==> config.mk <==
export PLATFORM = sky130hd
export DESIGN_NAME = pwm_deadtime_flat
export DESIGN_NICKNAME = d
export VERILOG_FILES = /design/src/rtl/pwm_deadtime_pkg.sv /design/src/rtl/wb_bus.sv /design/src/rtl/pwm_deadtime_channel.sv /design/src/rtl/pwm_deadtime.sv /design/src/flat_wrapper.sv
export SDC_FILE = /design/constraint.sdc
export NUM_CORES = 1
export LEC_CHECK = 0
export ABC_AREA = 1
export BUFFER_PORTS_ARGS = -buffer_cell sky130_fd_sc_hd__buf_4
export CAP_MARGIN = 15
export CORE_ASPECT_RATIO = 1.1
export CORE_UTILIZATION = 45
export DETAILED_ROUTE_END_ITERATION = 12
export PLACE_DENSITY = 0.75
export SYNTH_ARGS = -nofsm -noshare
export SYNTH_HDL_FRONTEND = slang
export SYNTH_HIERARCHICAL = 1
export SYNTH_SLANG_ARGS = --single-unit
==> constraint.sdc <==
create_clock -name clk_in -period 3 [get_ports clk_in]
set_input_delay 0.45 -clock clk_in [delete_from_list [all_inputs] [get_ports clk_in]]
set_output_delay 0.45 -clock clk_in [all_outputs]
set_load 0.01 [all_outputs]
==> src/rtl/pwm_deadtime_pkg.sv <==
// ============================================================================
// Module   : pwm_deadtime_pkg
// Brief    : Shared types and constants for the complementary PWM dead-time stage
// Revision : 1.0 - initial release
// ============================================================================
`default_nettype none

package pwm_deadtime_pkg;

    localparam int c_num_ch = 3;
    localparam int c_cnt_w  = 16;

    localparam logic [31:0] c_ofs_control  = 32'h0;
    localparam logic [31:0] c_ofs_deadtime = 32'h4;
    localparam logic [31:0] c_ofs_status   = 32'h8;

    localparam int c_ctrl_en_bit        = 0;
    localparam int c_ctrl_ch_en_lsb     = 1;
    localparam int c_ctrl_fault_clr_bit = 4;

    localparam int c_stat_hi_lsb    = 0;
    localparam int c_stat_lo_lsb    = 3;
    localparam int c_stat_fault_bit = 8;

    typedef enum logic [4:0] {
        S_IDLE       = 5'b00001,
        S_DEAD_TO_HI = 5'b00010,
        S_HI_ON      = 5'b00100,
        S_DEAD_TO_LO = 5'b01000,
        S_LO_ON      = 5'b10000
    } ch_state_t;

endpackage

`default_nettype wire

==> src/rtl/wb_bus.sv <==
// ============================================================================
// Module   : wb_bus
// Brief    : Classic Wishbone peripheral bus bundle (32-bit data, byte selects)
// Revision : 1.0 - initial release
// ============================================================================
`default_nettype none

interface wb_bus;
    logic        cyc;
    logic        stb;
    logic        we;
    logic [31:0] adr;
    logic [31:0] dat_m2s;
    logic [31:0] dat_s2m;
    logic [3:0]  sel;
    logic        ack;
    logic        err;

    modport master (
        output cyc, stb, we, adr, dat_m2s, sel,
        input  dat_s2m, ack, err
    );

    modport slave (
        input  cyc, stb, we, adr, dat_m2s, sel,
        output dat_s2m, ack, err
    );
endinterface

`default_nettype wire

==> src/rtl/pwm_deadtime_channel.sv <==
// ============================================================================
// Module   : pwm_deadtime_channel
// Brief    : One complementary gate pair: one-hot FSM plus 16-bit dead counter
// Revision : 1.0 - initial release
// ============================================================================
`default_nettype none

module pwm_deadtime_channel
    import pwm_deadtime_pkg::*;
(
    input  logic               clk_in,
    input  logic               reset_in,
    input  logic               active,
    input  logic               pwm_in,
    input  logic [c_cnt_w-1:0] dt_hi,
    input  logic [c_cnt_w-1:0] dt_lo,
    output logic               pwm_hi_out,
    output logic               pwm_lo_out
);

    ch_state_t          r_state;
    ch_state_t          w_state_nxt;
    logic [c_cnt_w-1:0] r_cnt;
    logic [c_cnt_w-1:0] w_cnt_nxt;
    logic               w_cnt_zero;

    assign w_cnt_zero = (r_cnt == '0);

    always_ff @(posedge clk_in or negedge reset_in) begin
        if (!reset_in) begin
            r_state <= S_IDLE;
            r_cnt   <= '0;
        end else begin
            r_state <= w_state_nxt;
            r_cnt   <= w_cnt_nxt;
        end
    end

    // A reversal of pwm_in during a dead window jumps straight to the side
    // that was already off long enough, so no second dead window is added.
    always_comb begin
        w_state_nxt = r_state;
        w_cnt_nxt   = r_cnt;
        if (!active) begin
            w_state_nxt = S_IDLE;
        end else begin
            case (r_state)
                S_IDLE: begin
                    if (pwm_in) begin
                        w_state_nxt = S_DEAD_TO_HI;
                        w_cnt_nxt   = dt_hi;
                    end else begin
                        w_state_nxt = S_DEAD_TO_LO;
                        w_cnt_nxt   = dt_lo;
                    end
                end
                S_DEAD_TO_HI: begin
                    if (!pwm_in) begin
                        w_state_nxt = S_LO_ON;
                    end else if (w_cnt_zero) begin
                        w_state_nxt = S_HI_ON;
                    end else begin
                        w_cnt_nxt = r_cnt - c_cnt_w'(1);
                    end
                end
                S_DEAD_TO_LO: begin
                    if (pwm_in) begin
                        w_state_nxt = S_HI_ON;
                    end else if (w_cnt_zero) begin
                        w_state_nxt = S_LO_ON;
                    end else begin
                        w_cnt_nxt = r_cnt - c_cnt_w'(1);
                    end
                end
                S_HI_ON: begin
                    if (!pwm_in) begin
                        w_state_nxt = S_DEAD_TO_LO;
                        w_cnt_nxt   = dt_lo;
                    end
                end
                S_LO_ON: begin
                    if (pwm_in) begin
                        w_state_nxt = S_DEAD_TO_HI;
                        w_cnt_nxt   = dt_hi;
                    end
                end
                default: begin
                    w_state_nxt = S_IDLE;
                end
            endcase
        end
    end

    assign pwm_hi_out = (r_state == S_HI_ON);
    assign pwm_lo_out = (r_state == S_LO_ON);

endmodule

`default_nettype wire

==> src/rtl/pwm_deadtime.sv <==
// ============================================================================
// Module   : pwm_deadtime
// Brief    : 3-channel complementary PWM stage with dead time and Wishbone regs.
//            Define PWM_DEADTIME_FAULT_EN to build the latched fault shutdown.
// Revision : 1.0 - initial release
// ============================================================================
`default_nettype none

module pwm_deadtime
    import pwm_deadtime_pkg::*;
#(
    parameter logic [31:0] BASE_ADDR = 32'h4040
) (
    input  logic                clk_in,
    input  logic                reset_in,
    input  logic [c_num_ch-1:0] pwm_in,
    input  logic                fault_in,
    output logic [c_num_ch-1:0] pwm_hi_out,
    output logic [c_num_ch-1:0] pwm_lo_out,
    wb_bus.slave                bus_slave
);

    logic                w_bus_req;
    logic                w_wr;
    logic                w_hit_ctrl;
    logic                w_hit_dt;
    logic                w_hit_stat;
    logic                w_fault_clr;
    logic                w_fault_block;
    logic                w_fault_status;
    logic [c_num_ch:0]   r_control;
    logic [c_cnt_w-1:0]  r_dt_hi;
    logic [c_cnt_w-1:0]  r_dt_lo;
    logic [c_num_ch-1:0] w_ch_active;
    logic [31:0]         w_rdata;

    assign w_bus_req  = bus_slave.cyc & bus_slave.stb;
    assign w_wr       = w_bus_req & bus_slave.we;
    assign w_hit_ctrl = (bus_slave.adr == BASE_ADDR + c_ofs_control);
    assign w_hit_dt   = (bus_slave.adr == BASE_ADDR + c_ofs_deadtime);
    assign w_hit_stat = (bus_slave.adr == BASE_ADDR + c_ofs_status);

    assign w_fault_clr = w_wr & w_hit_ctrl & bus_slave.sel[0]
                       & bus_slave.dat_m2s[c_ctrl_fault_clr_bit];

    always_ff @(posedge clk_in or negedge reset_in) begin
        if (!reset_in) begin
            r_control <= '0;
            r_dt_hi   <= '0;
            r_dt_lo   <= '0;
        end else if (w_wr) begin
            if (w_hit_ctrl && bus_slave.sel[0]) begin
                r_control <= bus_slave.dat_m2s[c_num_ch:0];
            end
            if (w_hit_dt) begin
                if (bus_slave.sel[0]) r_dt_hi[7:0]  <= bus_slave.dat_m2s[7:0];
                if (bus_slave.sel[1]) r_dt_hi[15:8] <= bus_slave.dat_m2s[15:8];
                if (bus_slave.sel[2]) r_dt_lo[7:0]  <= bus_slave.dat_m2s[23:16];
                if (bus_slave.sel[3]) r_dt_lo[15:8] <= bus_slave.dat_m2s[31:24];
            end
        end
    end

`ifdef PWM_DEADTIME_FAULT_EN
    logic r_fault_meta;
    logic r_fault_sync;
    logic r_fault_latched;

    always_ff @(posedge clk_in or negedge reset_in) begin
        if (!reset_in) begin
            r_fault_meta    <= 1'b0;
            r_fault_sync    <= 1'b0;
            r_fault_latched <= 1'b0;
        end else begin
            r_fault_meta <= fault_in;
            r_fault_sync <= r_fault_meta;
            if (r_fault_sync) begin
                r_fault_latched <= 1'b1;
            end else if (w_fault_clr) begin
                r_fault_latched <= 1'b0;
            end
        end
    end

    // Blocking on the synchronized level as well as the latch saves one edge
    // on the shutdown path, keeping it to three edges from the pin.
    assign w_fault_block  = r_fault_sync | r_fault_latched;
    assign w_fault_status = r_fault_latched;
`else
    logic w_unused_fault;

    assign w_unused_fault = fault_in ^ w_fault_clr;
    assign w_fault_block  = 1'b0;
    assign w_fault_status = 1'b0;
`endif

    generate
        for (genvar g = 0; g < c_num_ch; g++) begin : g_ch
            assign w_ch_active[g] = r_control[c_ctrl_en_bit]
                                  & r_control[c_ctrl_ch_en_lsb + g]
                                  & ~w_fault_block;

            pwm_deadtime_channel u_channel (
                .clk_in     (clk_in),
                .reset_in   (reset_in),
                .active     (w_ch_active[g]),
                .pwm_in     (pwm_in[g]),
                .dt_hi      (r_dt_hi),
                .dt_lo      (r_dt_lo),
                .pwm_hi_out (pwm_hi_out[g]),
                .pwm_lo_out (pwm_lo_out[g])
            );
        end
    endgenerate

    always_comb begin
        w_rdata = '0;
        if (w_hit_ctrl) begin
            w_rdata[c_num_ch:0] = r_control;
        end else if (w_hit_dt) begin
            w_rdata = {r_dt_lo, r_dt_hi};
        end else if (w_hit_stat) begin
            w_rdata[c_stat_hi_lsb +: c_num_ch] = pwm_hi_out;
            w_rdata[c_stat_lo_lsb +: c_num_ch] = pwm_lo_out;
            w_rdata[c_stat_fault_bit]          = w_fault_status;
        end
    end

    assign bus_slave.dat_s2m = w_rdata;
    assign bus_slave.ack     = w_bus_req;
    assign bus_slave.err     = 1'b0;

endmodule

`default_nettype wire

==> src/flat_wrapper.sv <==
// flat-port wrapper written by rule: the top's interface ports become plain ports
module pwm_deadtime_flat import pwm_deadtime_pkg::*;
#(
    parameter logic [31:0] BASE_ADDR = 32'h4040
)
  (clk_in, reset_in, pwm_in, fault_in, pwm_hi_out, pwm_lo_out, bus_slave_cyc, bus_slave_stb, bus_slave_we, bus_slave_adr, bus_slave_dat_m2s, bus_slave_sel, bus_slave_dat_s2m, bus_slave_ack, bus_slave_err);
  wb_bus bus_slave_i ();
  input  logic clk_in;
  input  logic reset_in;
  input  logic [c_num_ch-1:0] pwm_in;
  input  logic fault_in;
  output logic [c_num_ch-1:0] pwm_hi_out;
  output logic [c_num_ch-1:0] pwm_lo_out;
  input wire logic [$bits(bus_slave_i.cyc)-1:0] bus_slave_cyc;
  input wire logic [$bits(bus_slave_i.stb)-1:0] bus_slave_stb;
  input wire logic [$bits(bus_slave_i.we)-1:0] bus_slave_we;
  input wire logic [$bits(bus_slave_i.adr)-1:0] bus_slave_adr;
  input wire logic [$bits(bus_slave_i.dat_m2s)-1:0] bus_slave_dat_m2s;
  input wire logic [$bits(bus_slave_i.sel)-1:0] bus_slave_sel;
  output wire logic [$bits(bus_slave_i.dat_s2m)-1:0] bus_slave_dat_s2m;
  output wire logic [$bits(bus_slave_i.ack)-1:0] bus_slave_ack;
  output wire logic [$bits(bus_slave_i.err)-1:0] bus_slave_err;
  assign bus_slave_i.cyc = bus_slave_cyc;
  assign bus_slave_i.stb = bus_slave_stb;
  assign bus_slave_i.we = bus_slave_we;
  assign bus_slave_i.adr = bus_slave_adr;
  assign bus_slave_i.dat_m2s = bus_slave_dat_m2s;
  assign bus_slave_i.sel = bus_slave_sel;
  assign bus_slave_dat_s2m = bus_slave_i.dat_s2m;
  assign bus_slave_ack = bus_slave_i.ack;
  assign bus_slave_err = bus_slave_i.err;
  pwm_deadtime #(.BASE_ADDR(BASE_ADDR)) u_core (.clk_in(clk_in), .reset_in(reset_in), .pwm_in(pwm_in), .fault_in(fault_in), .pwm_hi_out(pwm_hi_out), .pwm_lo_out(pwm_lo_out), .bus_slave(bus_slave_i));
endmodule
==> impl_metrics.csv, run 1 <==
group,metric,value,unit
sta,tns,0,ns
detailed_routing,drc,0,
finish,fin_util,53.2,%
synthesis,ys_seq_area_share,28.7,%
placed_design,placedCellCount,1743,
pwr,ir_drop,0.265,mV
finish,multi_input_area,5150,sq um
clock_network,root_buffer,"clkbuf_16",
clock_network,cts_setup_buffers,0,
sta,period_needed,2.46,ns
placed_design,dpl.hpwl,18.4,mm
clock_network,cts_buffer_depth,2,
placed_design,portBuffers,114,
synthesis,syn_avg_cell_area,6.09,sq um
detailed_routing,ant_nets,0,
sta,worst_pin_slew,0.673,ns
setup_path,cp_slowest_cell,"dfrtp_1",
setup_path,critPathKind,"reg2out",
global_route,grt_max_degree,67,
finish,regArea,2480,sq um
sta,hold_violations,0,
detailed_routing,first_iter_violations,946,
clock_network,clock-sinks,99,
run,max-cap-violations,0,
clock_network,postCtsHoldBufs,0,
global_route,overflow,0,
setup_path,required,2.55,ns
sta,post-route-period-util,81.9,%
synthesis,synth_warnings,6,
sta,timing.hold.ws,0.0442,ns
die,die_w,134,um
synthesis,synth.distinct_cells,39,
detailed_routing,vias_per_cell,5.29,
placed_design,post-place-ws,0.588,ns
setup_path,critPathArrivalTime,2.01,ns
setup_path,cpPeakStageDelay,0.50,ns
clock_network,clkLatencyLatePin,0.36,ns
setup_path,r2r_setup_slack,0.97,ns
sta,relSlewSlack,54.9,%
setup_path,crit_chain,"nor2_2, nand3_2, inv_2, nand3_1, nand2_1, buf_4",
pwr,power.total,2.78,mW
sta,report.final.slew_viol_count,0,
placed_design,placed_area,9600,sq um
pwr,power.density,281,nW/um^2
clock_network,clk_pin_slew_worst_paths,0.08,ns
global_route,first_global_vias,8540,
clock_network,cts_buffers,9,
finish,syn2layout_area_growth,14.4,%
die,dieArea,19800,sq um
placed_design,place_congestion,0.894,
sta,setup_viol,0,
finish,fin_cells,1759,
synthesis,synth-seq-cells,99,
finish,final_cell_area,9900,sq um
detailed_routing,firstDrtPassIters,6,
detailed_routing,wl_met3,2.36,mm
sta,grt_setup_unrepaired,"no",
detailed_routing,vias,9309,
clock_network,htreeDepth,3,
die,num_io_pins,117,
setup_path,crit_buf_inv,2,
detailed_routing,routed-wl-met2,12.1,mm
sta,worst_slack,0.544,ns
synthesis,syn-num-nets,1501,
synthesis,synthesis.area,8660,sq um
die,start_util,46.5,%
sta,finClkSkew,0.00740,ns
sta,fmax,407,MHz
hold_path,min_path_type,"in2async",
setup_path,worstPathMaxFanout,18,
setup_path,crit_family,"simple AND/OR/NAND/NOR gates",
detailed_routing,wire_per_inst,15.0,um
global_route,antenna_found_initial,0,
setup_path,crit_path_start_kind,"register",
die,chipHeight,147,um
finish,fillers,1932,
die,core-area,18600,sq um
detailed_routing,wl,26.4,mm
detailed_routing,wl_met1,11.1,mm
clock_network,cts_tree,"yes",
finish,diodes,0,
global_route,grt_pass1_wl,42.8,mm
die,rows,52,
clock_network,cts_resized,0,
detailed_routing,top_layer_used,"met4",
pwr,p_leak,4.88,nW
finish,nets,1591,
setup_path,cp-end-kind,"output port",
finish,drive_above_1_share,15.9,%
global_route,grt_use_total,27.6,%
synthesis,syn_inst,1421,
outcome,status,"completed",
## sequential cells by signal, indices dropped and copies added, names as in the netlist
| name | flops |
|---|---|
| u_core/g_ch.u_channel/r_cnt | 48 |
| u_core/r_dt_hi | 16 |
| u_core/r_dt_lo | 16 |
| u_core/g_ch.u_channel/r_state | 15 |
| u_core/r_control | 4 |
## final cells by class
type	instances	share of cell area, %
sequential	99	25.1
tap	243	3.07
clock inverter	7	0.758
multi-input combinational	1084	52.0
timing repair buffer	122	9.38
clock buffer	9	2.28
inverter	195	7.44
## metal layers
| layer | track usage (%) | vias to the layer above |
|---|---|---|
| li1 | - | 4615 |
| met1 | 36.2 | 4263 |
| met2 | 44.6 | 384 |
| met3 | 5.80 | 47 |
| met4 | 10.3 | 0 |
| met5 | 0 | - |
## cell usage after synthesis, drive strengths merged
cell type | number | area [sq um]
nand2 | 543 | 2220
nand3 | 215 | 1220
inv | 193 | 729
nor2 | 166 | 698
dfrtp | 96 | 2400
o21ai | 90 | 462
buf | 31 | 241
nand3b | 18 | 135
clkbuf | 12 | 47.6
o21bai | 12 | 90.1
a21oi | 11 | 55.1
nand4 | 9 | 86.3
nor3 | 4 | 52.6
xnor2 | 4 | 35.0
and2 | 3 | 18.8
dfstp | 3 | 78.8
ha | 3 | 37.5
clkinv | 2 | 7.51
or2 | 2 | 12.5
xor2 | 2 | 17.5
conb | 1 | 3.75
o21a | 1 | 7.51
## worst reg2reg max path: stages (launching register included)
cell	delay [ns]
dfrtp_1	0.40
inv_1	0.08
ha_1	0.18
nand3_1	0.25
nor2_1	0.35
nand2_1	0.16
nand2_1	0.09
nand2_1	0.05
nand2_1	0.14
nand2_1	0.09
nand2_1	0.06
nand2_1	0.05
## worst paths after layout
kind                                                                   endpoint  depth (start not counted)                                       startpoint
worst min register to register    u_core/g_ch[2].u_channel/r_cnt[0]$_DFFE_PN0P_                          2    u_core/g_ch[2].u_channel/r_cnt[0]$_DFFE_PN0P_
worst max register to register  u_core/g_ch[1].u_channel/r_state[4]$_DFFE_PN0P_                         11    u_core/g_ch[1].u_channel/r_cnt[0]$_DFFE_PN0P_
max in group asynchronous       u_core/g_ch[2].u_channel/r_state[0]$_DFFE_PN1P_                          2                                         reset_in
worst max-delay path                                       bus_slave_dat_s2m[4]                          6  u_core/g_ch[1].u_channel/r_state[3]$_DFFE_PN0P_
min in group clk_in                              u_core/r_dt_lo[10]$_DFFE_PN0P_                          3                            bus_slave_dat_m2s[26]
worst min-delay path                            u_core/r_control[3]$_DFFE_PN0P_                          1                                         reset_in
## cell families (layout without fill, tap and decap cells)
family	after synthesis	count (layout)	synth area share (%)
AO/OA/AOI/OAI	114	114	7.10
XOR/XNOR	6	6	0.607
adder cells (fa/ha/maj)	3	3	0.434
buffers and inverters	238	333	11.9
flip-flops	99	99	28.7
other	1	1	0.0433
AND/OR/NAND/NOR	960	960	51.3
## power breakdown
part	leakage, nW	total (mW)	internal [mW]	switching [mW]
Clock	0.144	1.23	0.654	0.575
Sequential	1.34	1.36	1.34	0.0140
Combinational	3.40	0.194	0.0887	0.105
Total	4.88	2.78	2.09	0.694
## cells in the final DEF, fill, tap and decap left out, types with 3 or more instances in the layout
cell type,instances
clkbuf_16,9
nand3_1,198
xnor2_1,4
nand3_4,8
dfstp_2,3
inv_1,185
buf_4,121
o21ai_0,82
ha_1,3
nor2_1,155
o21bai_1,12
nand3b_1,18
nand4_1,7
nand3_2,9
nand2_1,488
o21ai_1,7
nor2_2,5
nor2_4,4
nand2_2,47
dfrtp_1,96
a21oi_1,11
nand2_4,8
and2_1,3
inv_2,6
No activity file was read; power rests on OpenSTA's default activity.
==> inputs of run 2 (changes only) <==
Settings changed: ABC_AREA 1 to 0, PLACE_DENSITY 0.75 to 0.78.
Clock period 3 ns to 2.2 ns, I/O delays scaled along.
==> impl_metrics.csv, run 2 <==
group,metric,value,unit
synthesis,synthesis.area,7200,sq um
synthesis,synth_warnings,6,
setup_path,cp-endpoint,"bus_slave_dat_s2m[2]",
clock_network,cts_buffers,9,
setup_path,required,1.87,ns
clock_network,cts_tree,"yes",
detailed_routing,wl,26.1,mm
synthesis,syn_avg_cell_area,9.27,sq um
die,core-area,15700,sq um
pwr,ir_drop,0.518,mV
clock_network,htreeDepth,3,
setup_path,reg2reg_to,"u_core/g_ch[2].u_channel/r_cnt[11]$_DFFE_PN0P_",
setup_path,cp-startpoint,"u_core/g_ch[2].u_channel/r_state[3]$_DFFE_PN0P_",
die,die_w,123,um
clock_network,clk_pin_slew_worst_paths,0.08,ns
finish,top_register,"u_core/g_ch.u_channel/r_cnt",
placed_design,place_congestion,0.999,
clock_network,clkLatencyLatePin,0.36,ns
outcome,status,"finished, violations left",
synthesis,synth_top_area_share,33.4,%
synthesis,synthTopCellsByCount,"dfrtp_1, nor2_1, mux2_2",
setup_path,crit_top_cell,"nor2_1",
synthesis,yosysTopAreaCell,"dfrtp_1",
synthesis,syn_inst,776,
finish,fin_util,61.8,%
sta,relSlewSlack,59.3,%
setup_path,crit_chain,"buf_6, or3_4, nand3b_1, inv_2, mux2i_1, nor2_1, a21oi_1, nor2_1, buf_4",
placed_design,placed_area,8670,sq um
die,chipHeight,135,um
placed_design,dpl.hpwl,17.8,mm
setup_path,r2r-start,"u_core/g_ch[2].u_channel/r_state[4]$_DFFE_PN0P_",
die,num_io_pins,117,
sta,worst_slack,-0.152,ns
die,start_util,45.9,%
detailed_routing,vias_per_cell,6.58,
sta,hold_violations,0,
sta,finClkSkew,0.0125,ns
synthesis,yosysMostFrequentCell,"dfrtp_1",
sta,period_needed,2.35,ns
sta,worst_pin_slew,0.611,ns
finish,final_common_cell,"buf_4",
placed_design,portBuffers,114,
sta,grt_setup_unrepaired,"yes",
run,max-cap-violations,0,
detailed_routing,first_iter_violations,784,
finish,syn2layout_area_growth,34.6,%
synthesis,synth_edf_count,0,
global_route,first_global_vias,7250,
synthesis,synth_ff_type,"dfrtp_1",
global_route,top_usage_layer,"met2",
finish,drive_above_1_share,39.9,%
sta,tns,-0.347,ns
global_route,gr-usage-met1,42.9,%
pwr,power.density,388,nW/um^2
detailed_routing,firstDrtPassIters,7,
hold_path,hold_path.startpoint,"bus_slave_dat_m2s[11]",
sta,fmax,425,MHz
setup_path,critPathArrivalTime,2.02,ns
clock_network,clock-sinks,99,
finish,top_regs,"u_core/g_ch.u_channel/r_cnt x48, u_core/r_dt_hi x16, u_core/r_dt_lo x16",
pwr,power.total,3.76,mW
detailed_routing,vias,7648,
finish,layout.cells.most_common_list,"buf_4, dfrtp_1, nor2_1",
setup_path,cp-end-kind,"output port",
sta,post-route-period-util,107,%
setup_path,worstPathMaxFanout,2,
sta,setup_viol,7,
synthesis,ys_seq_area_share,34.5,%
setup_path,crit_path_start_kind,"register",
setup_path,cpPeakStageDelay,0.40,ns
clock_network,root_buffer,"clkbuf_16",
clock_network,cts_buffer_depth,2,
synthesis,syn-num-nets,856,
outcome,violations,"negative setup slack",
die,rows,48,
die,dieArea,16500,sq um
setup_path,critPathKind,"reg2out",
placed_design,post-place-ws,0.0624,ns
finish,largest_reg_flops,48,
synthesis,synth-seq-cells,99,
finish,final_cell_area,9680,sq um
detailed_routing,drc,0,
setup_path,cp_slowest_cell,"dfrtp_1",
setup_path,r2r_setup_slack,-0.09,ns
hold_path,min_path_type,"in2reg",
setup_path,r2r_cells,9,
global_route,overflow,0,
global_route,grt_pass1_wl,39.6,mm
pwr,p_leak,4.20,nW
global_route,grt_max_degree,42,
finish,nets,1036,
synthesis,synth.distinct_cells,86,
sta,report.final.slew_viol_count,0,
detailed_routing,wire_per_inst,22.5,um
global_route,grt_use_total,31.4,%
synthesis,synth.top_cells.by_area,"dfrtp_1, mux2_2, a221oi_1",
global_route,met2_usage,47.0,%
synthesis,async_reset_ff_share,100,%
global_route,antenna_found_initial,0,
detailed_routing,ant_nets,0,
global_route,use_met3,6.12,%
## run 2: changes by cell type in the layout (fill, tap and decap cells not counted), sizes merged, moves of 37 or more
cell / change
nand3: -196
o21ai: -54
nor2: -117
buf: +105
nand2: -516
inv: -176
mux2: +37
## run 2: layout make-up
class,instances,area [sq um]
Clock inverter,6,70.1
Antenna cell,1,2.50
Timing Repair Buffer,229,1850
Fill cell,1275,5990
Tap cell,200,250
Sequential cell,99,2490
Multi-Input combinational cell,600,4720
Clock buffer,10,239
Inverter,17,63.8
## run 2: how the worst min path moves through the flow
stage          depth (start not counted)  slack [ns]                                         endpoint
4_1_cts                                2        0.19                   u_core/r_dt_hi[12]$_DFFE_PN0P_
5_1_grt                                2        0.19                   u_core/r_dt_lo[15]$_DFFE_PN0P_
3_3_place_gp                           1        0.37  u_core/g_ch[2].u_channel/r_state[4]$_DFFE_PN0P_
3_5_place_dp                           1        0.38  u_core/g_ch[2].u_channel/r_state[4]$_DFFE_PN0P_
6_report                               2        0.20                   u_core/r_dt_hi[11]$_DFFE_PN0P_
2_1_floorplan                          0        0.03    u_core/g_ch[0].u_channel/r_cnt[0]$_DFFE_PN0P_
## run 2: through the flow
| stage | cells | hold WS, ns |
|---|---|---|
| after floorplan | 776 | 0.0344 |
| after global placement | 1112 | 0.374 |
| after detailed placement | 1112 | 0.380 |
| after CTS | 1143 | 0.192 |
| after global routing | 1161 | 0.192 |
| final | 1162 | 0.197 |
## run 2: per-layer routing
| layer | wire length, um | part of all wire (%) |
|---|---|---|
| met3 | 2710 | 10 |
| met2 | 11900 | 45 |
| met4 | 1310 | 5.0 |
| met1 | 10200 | 39 |
| met5 | 0 | 0 |
## run 2: kinds of logic after synthesis
kind of cell	share of synthesized area, %
other	0.0521
multiplexers	8.57
AO/OA/AOI/OAI	25.1
flip-flops	34.5
AND/OR/NAND/NOR	24.9
XOR/XNOR	1.22
adder cells (fa/ha/maj)	0.522
buffers and inverters	5.15
## run 2: repair_timing
item	in CTS	in global routing
buffers inserted	14	17
pin swaps	6	16
hold endpoints to repair	10	0
endpoints found under the setup margin	8	67
resized for setup	29	73
hold buffers	1	0
cloned	0	2
## run 2: report_power, final
part           switching (mW)  internal (mW)
clock                   0.816          0.835
sequential            0.00614           1.82
combinational           0.144          0.132
## run 2: critical path, delay by kind of cell (launching register included)
family | cells | cell delay [ns]
buf+inv | 3 | 0.40
flops | 1 | 0.40
simple gates | 4 | 0.73
compound gates | 1 | 0.05
mux | 1 | 0.08
==> inputs of run 3 (changes only) <==
Settings changed: CTS_BUF_LIST from default to sky130_fd_sc_hd__clkbuf_4 sky130_fd_sc_hd__clkbuf_8.
==> impl_metrics.csv, run 3 (same netlist as run 2, synthesis figures left out) <==
group,metric,value,unit
global_route,overflow,0,
detailed_routing,wl,26.1,mm
clock_network,cts_buffer_depth,2,
die,core-area,15700,sq um
clock_network,htreeDepth,3,
clock_network,clk_pin_slew_worst_paths,0.12,ns
clock_network,root_buffer,"clkbuf_8",
global_route,grt_use_total,31.3,%
finish,syn2layout_area_growth,33.8,%
sta,fmax,417,MHz
die,chipHeight,135,um
pwr,p_seq_share,54.7,%
die,die_w,123,um
sta,relSlewSlack,59.2,%
sta,period_needed,2.40,ns
finish,fin_util,61.4,%
clock_network,cts_tree,"yes",
setup_path,cp-end-kind,"output port",
sta,post-route-period-util,109,%
placed_design,dpl.hpwl,17.8,mm
placed_design,portBuffers,114,
sta,finClkSkew,0.0205,ns
global_route,grt_pass1_wl,39.5,mm
placed_design,place_congestion,0.999,
setup_path,crit_family,"simple AND/OR/NAND/NOR gates",
outcome,status,"finished, violations left",
pwr,p_int,2.44,mW
setup_path,required,1.87,ns
detailed_routing,first_iter_violations,753,
setup_path,crit_chain,"buf_6, or3_4, nand3b_1, inv_2, mux2i_1, nor2_1, a21oi_1, nor2_1, buf_4",
sta,worst_slack,-0.198,ns
finish,diodes,0,
detailed_routing,vias,7696,
detailed_routing,firstDrtPassIters,5,
finish,top_regs,"u_core/g_ch.u_channel/r_cnt x48, u_core/r_dt_hi x16, u_core/r_dt_lo x16",
pwr,ir_drop,0.351,mV
setup_path,crit_buf_inv,3,
run,max-cap-violations,0,
finish,top_register,"u_core/g_ch.u_channel/r_cnt",
outcome,violations,"negative setup slack",
detailed_routing,vias_per_cell,6.63,
sta,setup_viol,15,
detailed_routing,ant_nets,0,
pwr,clock_power_share,37.0,%
die,rows,48,
finish,final_common_cell,"buf_4",
setup_path,cp_slowest_cell,"dfrtp_1",
sta,tns,-0.667,ns
global_route,antenna_found_initial,0,
clock_network,clock-sinks,99,
sta,grt_setup_unrepaired,"yes",
pwr,share_comb_of_total_power,8.4,%
pwr,p_leak,4.17,nW
die,dieArea,16500,sq um
finish,layout.cells.most_common_list,"buf_4, dfrtp_1, nor2_1",
hold_path,min_path_type,"in2reg",
die,num_io_pins,117,
sta,worst_pin_slew,0.612,ns
finish,nets,1035,
setup_path,crit_top_cell,"nor2_1",
clock_network,cts_buffers,9,
setup_path,crit_path_start_kind,"register",
sta,report.final.slew_viol_count,0,
setup_path,critPathKind,"reg2out",
global_route,grt_max_degree,42,
pwr,power.density,348,nW/um^2
setup_path,worstPathMaxFanout,2,
finish,largest_reg_flops,48,
pwr,power.total,3.35,mW
global_route,first_global_vias,7341,
finish,drive_above_1_share,40.5,%
setup_path,cpPeakStageDelay,0.42,ns
setup_path,critPathArrivalTime,2.07,ns
die,start_util,45.9,%
pwr,swShare,27.2,%
detailed_routing,drc,0,
sta,hold_violations,0,
pwr,p_switching,0.912,mW
detailed_routing,wire_per_inst,22.5,um
clock_network,clkLatencyLatePin,0.39,ns
==> run 3: path summary, 6_finish.rpt <==
path                       cells past startpoint                                         endpoint  slack, ns                                             from
max                                            9                             bus_slave_dat_s2m[2]      -0.20  u_core/g_ch[2].u_channel/r_state[3]$_DFFE_PN0P_
min                                            2                    u_core/r_dt_hi[6]$_DFFE_PN0P_       0.16                             bus_slave_dat_m2s[6]
max reg2reg                                    9   u_core/g_ch[2].u_channel/r_cnt[11]$_DFFE_PN0P_      -0.10  u_core/g_ch[2].u_channel/r_state[4]$_DFFE_PN0P_
min reg2reg                                    1   u_core/g_ch[1].u_channel/r_cnt[15]$_DFFE_PN0P_       0.50   u_core/g_ch[1].u_channel/r_cnt[15]$_DFFE_PN0P_
max in group asynchronous                      3    u_core/g_ch[0].u_channel/r_cnt[9]$_DFFE_PN0P_       1.11                                         reset_in
min in group asynchronous                      2  u_core/g_ch[2].u_channel/r_state[4]$_DFFE_PN0P_       0.48                                         reset_in
==> run 3: area by class of cell <==
cell class                 count  area (sq um)
multi-input combinational    600          4760
tap                          200           250
timing repair buffer         228          1850
fill                        1274          6050
inverter                      17          63.8
clock inverter                 6          70.1
clock buffer                  10           138
sequential                    99          2490
==> run 3: stage by stage <==
| step | worst slack, ns | hold slack, ns | area, sq um | cells |
|---|---|---|---|---|
| 4_1_cts | -0.172 | 0.152 | 9100 | 1142 |
| 6_report | -0.198 | 0.160 | 9630 | 1160 |
| 2_1_floorplan | 0.00560 | 0.0344 | 7200 | 776 |
| 3_3_place_gp | 0.0834 | 0.374 | 8670 | 1112 |
| 3_5_place_dp | 0.0624 | 0.380 | 8670 | 1112 |
| 5_1_grt | -0.266 | 0.155 | 9630 | 1160 |
==> run 3: metal layers <==
| metal | up-vias | GRT usage, % | part of all wire [%] |
|---|---|---|---|
| li1 | 3402 | - | - |
| met2 | 460 | 45.9 | 45 |
| met4 | 0 | 20.1 | 6.2 |
| met5 | - | 0 | 0 |
| met3 | 127 | 7.60 | 11 |
| met1 | 3707 | 41.0 | 38 |
==> run 3: power by group through the flow <==
stage	Combinational (mW)	Clock, mW	Sequential [mW]
floorplan	0.0800	0	1.86
global placement	0.255	0	1.86
detailed placement	0.261	0	1.86
CTS	0.264	1.25	1.83
global route	0.302	1.32	1.83
finish	0.280	1.24	1.83
==> run 3: worst reg2reg max path, delay by kind of cell (launching register included) <==
family | cells | cell delay, ns
AOI/OAI and AO/OA | 5 | 1.14
DFF | 1 | 0.41
buffers and inverters | 4 | 0.63
==> run 3: what timing repair did <==
action,CTS,global route
endpoints found under the setup margin,10,65
pin swaps,7,30
hold endpoints to repair,36,0
setup buffers,13,18
hold buffers,1,0
gates resized for setup,35,74
cloned,0,1
